[config.mk]
export PLATFORM = sky130hd
export DESIGN_NAME = simpleio_timer_bank
export DESIGN_NICKNAME = d
export VERILOG_FILES = /design/src/rtl/simpleio_timer_pkg.sv /design/src/rtl/simpleio_timer_channel.sv /design/src/rtl/simpleio_timer_bank.sv
export SDC_FILE = /design/constraint.sdc
export NUM_CORES = 1
export LEC_CHECK = 0
export ABC_CLOCK_PERIOD_IN_PS = 5150
export BUFFER_PORTS_ARGS = -buffer_cell sky130_fd_sc_hd__buf_2
export CAP_MARGIN = 25
export CORE_MARGIN = 8
export CORE_UTILIZATION = 70
export CTS_BUF_LIST = sky130_fd_sc_hd__clkbuf_4 sky130_fd_sc_hd__clkbuf_8
export CTS_CLUSTER_SIZE = 25
export DETAILED_ROUTE_END_ITERATION = 12
export PLACE_DENSITY = 0.91
export SLEW_MARGIN = 20
export SYNTH_ARGS = -nofsm -noshare
export SYNTH_HDL_FRONTEND = slang
export SYNTH_SLANG_ARGS = --single-unit
[constraint.sdc]
create_clock -name clk -period 5.15 [get_ports clk]
set_input_delay 0.2575 -clock clk [delete_from_list [all_inputs] [get_ports clk]]
set_output_delay 0.2575 -clock clk [all_outputs]
set_load 0.01 [all_outputs]
[src/rtl/simpleio_timer_pkg.sv]
// rtl/simpleio_timer_pkg.sv - register map, CTRL bit positions and byte helpers for the timer bank
package simpleio_timer_pkg;

   localparam int CHAN_STRIDE = 8;

   localparam logic [5:0] ADDR_STATUS = 6'h00;
   localparam logic [5:0] ADDR_IEN    = 6'h01;

   localparam logic [2:0] OFF_CTRL    = 3'd0;
   localparam logic [2:0] OFF_RELOAD0 = 3'd4;
   localparam logic [2:0] OFF_RELOAD1 = 3'd5;
   localparam logic [2:0] OFF_RELOAD2 = 3'd6;
   localparam logic [2:0] OFF_RELOAD3 = 3'd7;

   localparam int CTRL_RUN     = 0;
   localparam int CTRL_ONESHOT = 1;
   localparam int CTRL_FLAG    = 7;

   // Byte index 0 is the most significant byte of the 32-bit view.
   function automatic logic [7:0] byte_of(input logic [31:0] v, input logic [1:0] idx);
      case (idx)
         2'd0:    return v[31:24];
         2'd1:    return v[23:16];
         2'd2:    return v[15:8];
         default: return v[7:0];
      endcase
   endfunction

   function automatic logic [31:0] set_byte(input logic [31:0] v, input logic [1:0] idx,
                                            input logic [7:0] b);
      logic [31:0] r;
      r = v;
      case (idx)
         2'd0:    r[31:24] = b;
         2'd1:    r[23:16] = b;
         2'd2:    r[15:8]  = b;
         default: r[7:0]   = b;
      endcase
      return r;
   endfunction

endpackage

[src/rtl/simpleio_timer_channel.sv]
// rtl/simpleio_timer_channel.sv - one timer channel: counter, reload, run/oneshot, flag and snapshot shadow
module simpleio_timer_channel
   import simpleio_timer_pkg::*;
#(
   parameter int WIDTH = 24
) (
   input  logic       clk,
   input  logic       rst,
   input  logic       wr,
   input  logic       rd,
   input  logic       clr,
   input  logic [2:0] offset,
   input  logic [7:0] wdata,
   output logic       flag,
   output logic [7:0] rdata
);

   logic [WIDTH-1:0] count;
   logic [WIDTH-1:0] reload;
   logic [WIDTH-1:0] shadow;
   logic             run;
   logic             oneshot;
   logic             match;
   logic             ctrl_wr;
   logic             reload_wr;
   logic             snap_rd;
   logic [31:0]      reload_ext;
   logic [31:0]      source_ext;
   logic [31:0]      shadow_ext;
   logic [31:0]      reload_new;

   assign match      = run && (count == reload);
   assign ctrl_wr    = wr && (offset == OFF_CTRL);
   assign reload_wr  = wr && offset[2];
   assign snap_rd    = rd && (offset == OFF_RELOAD0);
   assign reload_ext = 32'(reload);
   assign source_ext = run ? 32'(count) : reload_ext;
   assign shadow_ext = 32'(shadow);
   // Bytes above WIDTH fall away in the truncation back to the reload register.
   assign reload_new = set_byte(reload_ext, offset[1:0], wdata);

   always_ff @(posedge clk) begin
      if (rst) begin
         count   <= '0;
         reload  <= '0;
         shadow  <= '0;
         run     <= 1'b0;
         oneshot <= 1'b0;
         flag    <= 1'b0;
      end else begin
         if (run) count <= match ? '0 : count + WIDTH'(1);
         if (match && oneshot) run <= 1'b0;
         if (ctrl_wr) begin
            run     <= wdata[CTRL_RUN];
            oneshot <= wdata[CTRL_ONESHOT];
            if (!run && wdata[CTRL_RUN]) count <= '0;
         end
         if (reload_wr) reload <= reload_new[WIDTH-1:0];
         if (snap_rd) shadow <= source_ext[WIDTH-1:0];
         if (match) flag <= 1'b1;
         else if (clr) flag <= 1'b0;
      end
   end

   // The +4 read returns the freshly captured value; +5..+7 come from the shadow.
   always_comb begin
      rdata = '0;
      case (offset)
         OFF_CTRL: begin
            rdata[CTRL_RUN]     = run;
            rdata[CTRL_ONESHOT] = oneshot;
            rdata[CTRL_FLAG]    = flag;
         end
         OFF_RELOAD0: rdata = byte_of(source_ext, 2'd0);
         default:     if (offset[2]) rdata = byte_of(shadow_ext, offset[1:0]);
      endcase
   end

endmodule

[src/rtl/simpleio_timer_bank.sv]
// rtl/simpleio_timer_bank.sv - multi-channel timer peripheral: decode, STATUS/IEN, read data and irq
module simpleio_timer_bank
   import simpleio_timer_pkg::*;
#(
   parameter int CHANNELS = 4,
   parameter int WIDTH    = 24
) (
   input  logic       clk,
   input  logic       rst,
   input  logic [5:0] AD,
   input  logic [7:0] DI,
   output logic [7:0] DO,
   input  logic       rw,
   input  logic       cs,
   output logic       irq
);

   logic [CHANNELS-1:0] flags;
   logic [CHANNELS-1:0] ien;
   logic [CHANNELS-1:0] chan_sel;
   logic [CHANNELS-1:0] clr;
   logic [7:0]          chan_rdata [CHANNELS];
   logic [7:0]          rd_mux;
   logic                wr_en;
   logic                rd_en;

   assign wr_en = cs && !rw;
   assign rd_en = cs && rw;

   for (genvar c = 0; c < CHANNELS; c++) begin : g_chan
      assign chan_sel[c] = (AD[5:3] == 3'(c + 1));
      assign clr[c]      = wr_en && (AD == ADDR_STATUS) && DI[c];

      simpleio_timer_channel #(.WIDTH(WIDTH)) u_chan (
         .clk    (clk),
         .rst    (rst),
         .wr     (wr_en && chan_sel[c]),
         .rd     (rd_en && chan_sel[c]),
         .clr    (clr[c]),
         .offset (AD[2:0]),
         .wdata  (DI),
         .flag   (flags[c]),
         .rdata  (chan_rdata[c])
      );
   end

   // Unselected or nonexistent addresses fall through to zero.
   always_comb begin
      rd_mux = '0;
      if (AD == ADDR_STATUS) rd_mux = 8'(flags);
      else if (AD == ADDR_IEN) rd_mux = 8'(ien);
      for (int c = 0; c < CHANNELS; c++) begin
         if (chan_sel[c]) rd_mux = chan_rdata[c];
      end
   end

   always_ff @(posedge clk) begin
      if (rst) begin
         DO  <= '0;
         ien <= '0;
         irq <= 1'b0;
      end else begin
         if (rd_en) DO <= rd_mux;
         if (wr_en && (AD == ADDR_IEN)) ien <= DI[CHANNELS-1:0];
         irq <= |(flags & ien);
      end
   end

endmodule

# Word-level counts from Yosys, hierarchy flattened
# Index checks and enable logic that the tools add are counted.
[classes]
n_addsub = 4
n_eq_ne = 12
muxes = 62
bitwise_logic = 2
reduce_logical = 70
[ops]
columns = ["cell", "count"]
rows = [
  ["$mux W24", 20],
  ["$add A24 B1 Y24 const B", 4],
  ["$eq A24 B24 Y1", 4],
  ["$pmux W8 S3", 4],
  ["$mux W8", 8],
  ["$logic_and A1 B1 Y1", 40],
  ["$pmux W5 S2", 4],
  ["$reduce_and A2 Y1", 12],
  ["$mux W1", 16],
  ["$pmux W2 S2", 4],
  ["$reduce_bool A2 Y1", 8],
  ["$mux W4", 2],
  ["$pmux W1 S2", 4],
  ["$eq A3 B2 Y1 const B", 2],
  ["$eq A3 B3 Y1 const B", 2],
  ["$eq A6 B1 Y1 const B", 1],
  ["$logic_not A6 Y1", 1],
  ["$logic_not A1 Y1", 5],
  ["$and A4 B4 Y4", 1],
  ["$reduce_or A4 Y1", 1],
  ["$eq A3 B1 Y1 const B", 1],
  ["$logic_not A3 Y1", 1],
  ["$reduce_or A3 Y1", 1],
  ["$eq A2 B1 Y1 const B", 1],
  ["3 further kinds", 3],
]
[totals]
ff_bits = 313
inputBits = 18
out_inout_bits = 9

# Logic depth before layout (Yosys ltp)
[depth]
depth_word = 8
depth_mapped = 7

# Cells and area by module
# From an unflattened synthesis, not the netlist that was laid out.
[hier_totals]
cells_unflattened = 1808
area_unflattened_um2 = 15636.2
[modules_own_cells]
columns = ["module", "instances", "cells_each", "area_per_inst_um2"]
rows = [
  ["simpleio_timer_channel at g_chan[0].u_chan ...", 3, 416, 3642.2],
  ["simpleio_timer_channel at g_chan[3].u_chan", 1, 431, 3676.0],
  ["simpleio_timer_bank", 1, 129, 1033.5],
]

# Worst setup path after synthesis
# OpenSTA, ideal clock, no wires.
[synth_path]
path_type = "register to register"
start = "register g_chan[3].u_chan.count[1]"
end = "register g_chan[3].u_chan.count[10]"
setup_time_ps = 117
arrival_ps = 1693
required_ps = 5033
slack_ps = 3339
stages_incl_launch_ff = 8
n_path_buf = 2
path_cell_list = "dfxtp_1 -> clkbuf_1 -> xor2_1 -> nor4_1 -> nand4_1 -> o31ai_1 -> buf_2 -> nor2_1"
[synth_via]
elab_chain_cells = 6
[synth_lines]
columns = ["element", "line", "text"]
rows = [
  ["start, declared", "simpleio_timer_channel.sv:18", "logic [WIDTH-1:0] count;"],
  ["start signal, assigned", "simpleio_timer_channel.sv:51", "if (run) count <= match ? '0 : count + WIDTH'(1);"],
  ["parallel branches: the longest is 2 deep, another holds $add A24 B1 Y24", "--", ""],
  ["$mux W24 (*) (2 in series)", "simpleio_timer_channel.sv:51", ""],
  ["$mux W24", "simpleio_timer_channel.sv:56", "if (!run && wdata[CTRL_RUN]) count <= '0;"],
  ["$mux W24 (*)", "simpleio_timer_channel.sv:53", "if (ctrl_wr) begin"],
]
# Every way passes the cells marked *.
# A chain may end at the register's enable or synchronous reset.

# Worst setup path in the final report
[layout_path]
start = "input port AD[0]"
end = "register g_chan[3].u_chan.reload[17]"
[layout_via]
elab_chain_cells = 2
[layout_lines]
columns = ["element", "line", "text"]
rows = [
  ["start, declared", "simpleio_timer_bank.sv:10", "input logic [5:0] AD,"],
  ["$eq A2 B1 Y1", "simpleio_timer_pkg.sv:33", "case (idx)"],
  ["$reduce_and A2 Y1 (no source line)", "--", ""],
  ["end signal, assigned", "simpleio_timer_channel.sv:58", "if (reload_wr) reload <= reload_new[WIDTH-1:0];"],
  ["end, declared", "simpleio_timer_channel.sv:19", "logic [WIDTH-1:0] reload;"],
]
# Every way passes these cells.

==> run summary <==
CP Cell Sequence: buf_2 -> nor2b_2 -> buf_4 -> nand2_1 -> nor2_1 -> nand2_1 -> a21oi_1
Post-DRT Antenna Nets: 0
H-tree Lvls: 2
Reg area: 0.006266 mm2
Tcrit/Tclk final: 47.13%
top area cells in the synthesized netlist: dfxtp_1 41%, mux2i_1 10%, xor2_1 8.8%
initial antenna violation count: 0
Post-synth ARST share: 0%
Remaining DRCs: 0
static leakage: 0.005810 uW
status: finished clean
antenna fix cells: 0
first-pass GRT wire length: 64.41 mm
Net Sw Frac: 23.04%
Worst Tran Pin Value: 0.9789 ns
gr usage total: 29.77%
reg2reg setup slack: 2.87 ns
Ports: 27
CP peak stage delay: 0.71 ns
post-cts resize count: 0
Reg clk slew, reported paths: 0.06 ns
Layout area overhead: 7.282%
final worst slack: 2.723 ns
drt total wl: 40.31 mm
vias in the first global route: 12340
worst hold path type: in -> reg
Slew Viols, Final: 0
Peak VDD IR: 255.6 uV
sequential element share of the synthesized area: 41.39%
Worst Path Required: 5.64 ns
Final min period: 2.427 ns
global route overflow: 0
Initial Util: 70.24%
nets@finish: 1720
RePlAce Congestion: 0.9754
WP data arrival: 2.92 ns
FF+latch count, synth: 313
Most common cell on crit path: nand2_1
Max stage delay cell, worst path: nor2_1
syn nets: 1763
Synth cell types: 57
core area: 0.02155 mm2
Die ar.: 0.02659 mm2
element type at the critical path end: register
YS warnings: 0
WS Path Type: in -> reg
Commonest cells post-synth: 313 x dfxtp_1, 284 x nor2_1, 152 x mux2i_1, 152 x xor2_1, 124 x nand2_1
detailed placer's ending HPWL: 26.53 mm
TritonCTS clock tree: built
final design utilization: 75.35%
worst clock skew: 0.01835 ns
# hold bufs at CTS: 0
fill cell count: 1468
buffers added on ports: 26
Setup WS pre-CTS: 2.202 ns
endpoints failing hold: 0
row count: 54
Die Y: 163.1 um
share of power burned in the clock network: 45.3%
final instance area: 0.01624 mm2
Max Fanout on Critical Path: 27
Num CTS Buffers: 50
Vias: 12870
post-CTS setup buffer count: 0
Mapped Area: 0.01514 mm2
type of origin of the critical path: primary input
Post-synth EDFFs: 0
Multi-input gate area: 0.008275 mm2
setup TNS: 0 ns
most common cell in the netlist: dfxtp_1
routed len/inst: 20.03 um
top cell type's share of synthesized area: 41.39%
layout cells sized above 1: 10.51%
Int Pwr: 3681 uW
Post-Syn Instances: 1741
Via-to-Cell Ratio: 6.395
Die W: 163.1 um
largest net degree at the start of global routing: 111
starting DRC count in detailed routing: 1334
Comb power frac: 3.8%
final setup violation count: 0
clk sinks: 313
Max Cap Viol: 0
RSZ-0062 raised after global routing: no
Sw Pwr: 1102 uW
DP Area: 0.01522 mm2
Fmax: 0.4120 GHz
Max-slew headroom: 34.58%
latest clock arrival within the worst-skew pair: 0.57 ns
Most used DFF post-synth: dfxtp_1
Sequential Power Share: 50.9%
P per Cell Area: 294.5 mW/mm2
Root Driver: clkbuf_8
Pre-antenna DRT Iters: 6
syn_area_per_cell: 8.695 um2
clk buf depth: 3
Synth area leader: dfxtp_1
Final Total Pwr: 4783 uW
[power by group through the flow]
stage          registers (uW)  clock network, uW  logic, uW
2_1_floorplan            2490                  0        117
3_3_place_gp             2490                  0        175
3_5_place_dp             2490                  0        177
4_1_cts                  2430               2180        178
5_1_grt                  2430               2290        192
6_report                 2430               2160        184
[placed cells by master (no fill, tap or decap), drive strengths merged, types with 3 or more instances in the layout]
cell type    n
o31ai        4
a31oi        3
inv         13
nand2      124
mux2i      152
nor4        31
and2         3
ha           4
nor4b        3
o2bb2ai      4
or3          3
nor2b        7
and3        10
nor2       286
xor2       152
nand3       43
o21ai       64
a22o         6
a221o        3
clkbuf      84
nor3        19
or4          3
nand4       37
dfxtp      313
mux2        28
xnor2       31
nand2b       3
buf         45
o22ai       13
and4        10
a21boi       3
o41ai        5
a221oi       7
a22oi       23
o211ai       8
a21oi       70
a211oi      98
[flip-flops by register name, summed over array words and instances (netlist names)]
name / count
ien: 4
g_chan.u_chan.reload: 96
g_chan.u_chan.shadow: 96
DO: 8
irq: 1
g_chan.u_chan.oneshot: 4
g_chan.u_chan.count: 96
g_chan.u_chan.run: 4
g_chan.u_chan.flag: 4
[metrics by stage]
stage,instances,hold WS [ns]
2_1_floorplan,1741,0.4047
3_3_place_gp,1925,0.4820
3_5_place_dp,1925,0.4912
4_1_cts,2011,0.1256
5_1_grt,2012,0.1325
6_report,2012,0.1548
[metal layers]
metal / wire (um) / up-vias / track usage (%)
li1: - / 6043 / -
met1: 16410 / 6050 / 38.11
met2: 18410 / 629 / 48.02
met3: 3652 / 144 / 5.595
met4: 1834 / 0 / 13.72
met5: 0 / - / 0
[worst max-delay path: cells and delay by family]
family | cells | cell delay (ns)
AND/OR/NAND/NOR | 4 | 1.73
buffers and inverters | 2 | 0.73
AO/OA/AOI/OAI | 1 | 0.17
[logic make-up (layout without fill, tap and decap cells)]
family	count (synthesis)	after routing	share of synthesized area, %
compound gates	318	318	13.78
mux	180	180	12.13
xor+xnor	183	183	10.59
flops	313	313	41.39
buf+inv	154	145	4.157
fa+ha+maj	4	4	0.3306
simple gates	589	589	17.62
[layout make-up]
| cell class | instances | area share, % |
|---|---|---|
| clock buffers | 83 | 6.148 |
| flip-flops and latches | 313 | 38.58 |
| repair buffers | 46 | 1.749 |
| clock inverters | 3 | 0.1079 |
| multi-input cells | 1274 | 50.96 |
| inverters | 13 | 0.3005 |
| well taps | 280 | 2.157 |
[final timing paths]
kind,to,cells after the start,start
setup reg to reg,g_chan[0].u_chan.count[20],6,g_chan[0].u_chan.run
hold / removal,g_chan[0].u_chan.reload[7],3,DI[7]
hold reg to reg,g_chan[0].u_chan.shadow[9],2,g_chan[0].u_chan.shadow[9]
setup / recovery,g_chan[3].u_chan.reload[17],7,AD[0]
Note: power is estimated with default switching activity, not from simulation.
